===== src/rtl/ccff_bitstream_loader.sv =====
// Host-side configuration-chain loader: serialises stream words LSB first onto
// ccff_head with a per-bit shift enable and counts the ones returned on ccff_tail.
module ccff_bitstream_loader #(
    parameter int WORD_W = 8,
    parameter int LEN_W  = 16
) (
    input  logic              prog_clk,
    input  logic              pReset,
    input  logic              start,
    input  logic [LEN_W-1:0]  cfg_len,
    input  logic              abort,
    input  logic [WORD_W-1:0] s_data,
    input  logic              s_valid,
    output logic              s_ready,
    output logic              ccff_head,
    output logic              ccff_en,
    input  logic              ccff_tail,
    output logic              busy,
    output logic              done,
    output logic [LEN_W-1:0]  tail_ones
);

    localparam int WB_W = (WORD_W > 1) ? $clog2(WORD_W) : 1;
    localparam logic [WB_W-1:0] LAST_WB = WB_W'(WORD_W - 1);

    typedef enum logic [1:0] {
        ST_IDLE,
        ST_WAIT_WORD,
        ST_SHIFT,
        ST_DONE
    } state_t;

    state_t              r_state;
    logic [LEN_W-1:0]    r_len;
    logic [LEN_W-1:0]    r_bit_cnt;
    logic [WB_W-1:0]     r_word_bit;
    logic [WORD_W-1:0]   r_sreg;
    logic                r_head;
    logic                r_en;
    logic [LEN_W-1:0]    r_tail_ones;

    state_t              w_state_next;
    logic [LEN_W-1:0]    w_len_next;
    logic [LEN_W-1:0]    w_bit_cnt_next;
    logic [WB_W-1:0]     w_word_bit_next;
    logic [WORD_W-1:0]   w_sreg_next;
    logic                w_head_next;
    logic                w_en_next;
    logic [LEN_W-1:0]    w_tail_next;
    logic                w_ready;
    logic [LEN_W-1:0]    w_cnt_inc;
    logic                w_last_bit;
    logic                w_word_end;

    // In SHIFT, r_head holds the bit the chain captures at the end of this cycle
    // and r_bit_cnt counts bits already captured, so the final bit is known here.
    assign w_cnt_inc  = r_bit_cnt + LEN_W'(1);
    assign w_last_bit = (w_cnt_inc == r_len);
    assign w_word_end = (r_word_bit == LAST_WB);

    always_ff @(posedge prog_clk or negedge pReset) begin
        if (!pReset) begin
            r_state     <= ST_IDLE;
            r_len       <= '0;
            r_bit_cnt   <= '0;
            r_word_bit  <= '0;
            r_sreg      <= '0;
            r_head      <= 1'b0;
            r_en        <= 1'b0;
            r_tail_ones <= '0;
        end else begin
            r_state     <= w_state_next;
            r_len       <= w_len_next;
            r_bit_cnt   <= w_bit_cnt_next;
            r_word_bit  <= w_word_bit_next;
            r_sreg      <= w_sreg_next;
            r_head      <= w_head_next;
            r_en        <= w_en_next;
            r_tail_ones <= w_tail_next;
        end
    end

    always_comb begin
        w_state_next    = r_state;
        w_len_next      = r_len;
        w_bit_cnt_next  = r_bit_cnt;
        w_word_bit_next = r_word_bit;
        w_sreg_next     = r_sreg;
        w_head_next     = r_head;
        w_en_next       = 1'b0;
        w_tail_next     = r_tail_ones;
        w_ready         = 1'b0;

        // Abort freezes the tail count even if the chain shifts on this edge.
        if (r_en && ccff_tail && !abort && (r_tail_ones != {LEN_W{1'b1}})) begin
            w_tail_next = r_tail_ones + LEN_W'(1);
        end

        case (r_state)
            ST_IDLE: begin
                if (start) begin
                    if (cfg_len != '0) begin
                        w_len_next     = cfg_len;
                        w_bit_cnt_next = '0;
                        w_tail_next    = '0;
                        w_state_next   = ST_WAIT_WORD;
                    end else begin
                        w_state_next = ST_DONE;
                    end
                end
            end
            ST_WAIT_WORD: begin
                w_ready = !abort;
                if (abort) begin
                    w_state_next = ST_IDLE;
                end else if (s_valid) begin
                    w_head_next     = s_data[0];
                    w_sreg_next     = s_data >> 1;
                    w_word_bit_next = '0;
                    w_en_next       = 1'b1;
                    w_state_next    = ST_SHIFT;
                end
            end
            ST_SHIFT: begin
                if (abort) begin
                    w_state_next = ST_IDLE;
                end else begin
                    w_bit_cnt_next = w_cnt_inc;
                    if (w_last_bit) begin
                        w_state_next = ST_DONE;
                    end else if (w_word_end) begin
                        // Next word may be handed over now so the chain sees no bubble.
                        w_ready = 1'b1;
                        if (s_valid) begin
                            w_head_next     = s_data[0];
                            w_sreg_next     = s_data >> 1;
                            w_word_bit_next = '0;
                            w_en_next       = 1'b1;
                        end else begin
                            w_state_next = ST_WAIT_WORD;
                        end
                    end else begin
                        w_head_next     = r_sreg[0];
                        w_sreg_next     = r_sreg >> 1;
                        w_word_bit_next = r_word_bit + WB_W'(1);
                        w_en_next       = 1'b1;
                    end
                end
            end
            ST_DONE: begin
                w_state_next = ST_IDLE;
            end
            default: begin
                w_state_next = ST_IDLE;
            end
        endcase
    end

    assign s_ready   = w_ready;
    assign ccff_head = r_head;
    assign ccff_en   = r_en;
    assign busy      = (r_state == ST_WAIT_WORD) || (r_state == ST_SHIFT);
    assign done      = (r_state == ST_DONE);
    assign tail_ones = r_tail_ones;

endmodule


===== config.mk =====
export PLATFORM = sky130hd
export DESIGN_NAME = ccff_bitstream_loader
export DESIGN_NICKNAME = d
export VERILOG_FILES = /design/src/rtl/ccff_bitstream_loader.sv
export SDC_FILE = /design/constraint.sdc
export NUM_CORES = 1
export LEC_CHECK = 0
export CAP_MARGIN = 30
export CORE_MARGIN = 2
export CORE_UTILIZATION = 59
export CTS_CLUSTER_SIZE = 20
export DETAILED_ROUTE_END_ITERATION = 8
export PLACE_DENSITY = 0.92
export SLEW_MARGIN = 20
export SYNTH_ARGS = -nofsm -noshare
export SYNTH_HDL_FRONTEND = slang
export SYNTH_SLANG_ARGS = --single-unit

===== constraint.sdc =====
create_clock -name prog_clk -period 4.16 [get_ports prog_clk]
set_input_delay 0.832 -clock prog_clk [delete_from_list [all_inputs] [get_ports prog_clk]]
set_output_delay 0.832 -clock prog_clk [all_outputs]
set_load 0.03 [all_outputs]

==> impl_results.md <==
* Post-synth ARST share at 1.00
* Die area at 6880 µm²
* Clk buf depth at 2
* Highest clock rate at 253 MHz
* Critical path peak fanout at 10
* Vias in the first global route at 2980
* Fin crit share at 0.952
* CTS tree: yes
* Max_cap viols at 0
* Dpl cell area at 4240 µm²
* Grt ovf at 0
* Area delta synth->final at 22.2%
* First-pass detailed-route iteration total at 7
* Most frequent cell after synthesis: dfrtp_1
* Core Area at 5990 µm²
* Starting DRC count in detailed routing at 211
* WL/cell at roughly 17 µm
* Setup TNS Final at 0 ns
* Share of the synthesized area in the top cell type at 0.429
* Clock skew at ~0.0093 ns
* Ports at between 50 and 60
* Seq/Total Area, Yosys at 0.429
* Antenna diode count at 0
* Crit path time final at 3.96 ns
* Total GRT Usage at 0.262
* PortBufs at 50
* Endpoints failing hold at 0
* WHS at around 0.38 ns
* Clk Latency, worst-skew pair at 0.36 ns
* CTS H-tree lvls at 3
* Total placed cells including tap cells at 497
* Crit end category: primary output
* Avg Cell Area, Syn at 9.51 µm²
* Vias per cell at 6.15
* Max Slew Vio Count at 0
* Core Util, Final at 0.751
* Slew @ Worst Pin at around 0.7 ns
* Clk slew on worst S/H paths at ~0.080 ns
* Final HPWL DP at 6180 µm
* Leakage at 1.93 nW
* Die H at ~83 µm
* Peak supply drop at slightly above 500 µV
* Synthesized cell area at 3680 µm²
* Post-synth top cells: dfrtp_1 (63), nor2_1 (34), o21ai_0 (33)
* # Post-CTS Setup Buffers at 0
* Status: completed
* Post-DRT Antenna Nets at 0
* Largest net degree at the start of global routing at 32
* Critical Path Source Type: flop
* Post-synth EDFFs at 0
* CTS root buf: clkbuf_8
* Setup Viol. Count Final at 0
* Post-synthesis cell type count at 58
* Routability cong. at 0.898
* Hold WC Path Type: in -> async
* Die X at approximately 83 µm
* Nets at 472
* Final WL at a little under 9000 µm
* Cell count after synthesis at around 390
* Top_reg_cell synth: dfrtp_1
* Layout Cell Area excl Fill at approximately 4500 µm²
* Sink Count at 63
* Worst Setup Path Type: reg -> out
* Area leader, netlist: dfrtp_1
* Site Rows at 28
* Initial Util at 0.614
* Vias after detailed routing at 3157
* Worst endpoint required time at ~3.3 ns
* PD cells at 545 nW/µm²
* Worst Path Arrival at ~3.1 ns
* Ys Warns at 0
* Remaining DRCs at 0
* First-pass GRT wire length at 14500 µm
* Number of synthesized register bits at between 60 and 70
* Layout cells sized above 1 at 0.116
* RSZ-0062 raised after global routing: false
* Initial antenna violation count at 0
* CTS Buf Count at 9
* Synth area leaders: dfrtp_1 (43%), xor2_1 (4.5%), o21ai_0 (4.5%)
* Syn Nets at 426
* Final cell count without fillers at 513
* Worst rel slew slack at 0.517
## where the power goes
group,total [mW],internal (mW),leakage [nW],switching (mW)
clock,0.655,0.400,0.123,0.255
sequential,0.898,0.762,0.812,0.136
combinational,0.896,0.394,0.999,0.502
total,2.45,1.56,1.93,0.893
## per-stage QoR
stage | power, mW | worst slack, ns
after global routing | 2.60 | 0.0108
after floorplan | 1.53 | 0.787
after global placement | 1.75 | 0.514
after detailed placement | 1.79 | 0.558
final | 2.45 | 0.201
after CTS | 2.45 | 0.162
## state kept, by name (all words and copies together), names as in the netlist
register,count
ccff_en,1
r_state,2
r_bit_cnt,16
tail_ones,16
r_len,16
r_word_bit,3
r_sreg,8
ccff_head,1
## final cells by class
cell class	count	area, µm²
Tap cell	75	93.8
Clock buffer	9	124
Inverter	21	78.8
Clock inverter	7	121
Multi-Input combinational cell	281	1940
Fill cell	430	1490
Timing Repair Buffer	57	561
Sequential cell	63	1580
## cell usage in the layout (no fill, tap or decap), drive strengths merged, types with 3 or more instances in the layout
master	instances
a31oi	8
and2	3
a22oi	8
and3	9
o21ai	34
and4	4
mux2	14
nand3b	8
xor2	19
clkbuf	9
nand2b	6
nand4	9
nor4	10
nand3	14
o41ai	3
o31ai	7
xnor2	16
buf	8
a21oi	7
ha	9
nand2	23
inv	21
clkinv	4
clkdlybuf4s50	49
dfrtp	63
nor2	34
nor3	7
bufinv	3
## cells by family after synthesis
logic type,after synthesis,share of synthesized area
buffers and inverters,43,0.0480
xor gates and xnor gates,35,0.0833
and+or+nand+nor,134,0.202
adders and majority gates,9,0.0306
muxes,15,0.0456
DFF,63,0.429
AOI/OAI and AO/OA,88,0.162
## final timing paths
| check | startpoint | to | slack (ns) | cells after the start |
|---|---|---|---|---|
| worst min register to register | r_sreg[7] | r_sreg[7] | 0.50 | 1 |
| worst max register to register | r_bit_cnt[6] | r_sreg[5] | 1.32 | 9 |
| max in group asynchronous | pReset | r_bit_cnt[13] | 3.19 | 2 |
| worst max-delay path | r_bit_cnt[6] | s_ready | 0.20 | 9 |
| worst min-delay path | pReset | tail_ones[7] | 0.38 | 1 |
| min in group prog_clk | r_sreg[7] | r_sreg[7] | 0.50 | 1 |
## layer usage
metal,global-route usage,up-vias,share of wire
met5,0,-,0
met4,0.122,0,0.026
met3,0.0507,23,0.060
met2,0.416,133,0.48
met1,0.346,1516,0.43
li1,-,1485,-
## repair_timing
item                                   4_1_cts  5_1_grt
gates resized for setup                      0        3
setup endpoints to repair                    0        1
endpoints found under the hold margin        0        0
hold buffers                                 0        0
## critical path, stage by stage, from the launching register on
cell	delay, ns
dfrtp_1	0.53
nand2_1	0.25
nor4_4	0.43
xnor2_1	0.10
a22o_1	0.20
nor4_2	0.33
nand4_2	0.14
nand3_1	0.10
a21boi_0	0.07
clkdlybuf4s50_1	0.61
(Power assumes the default switching activity.)
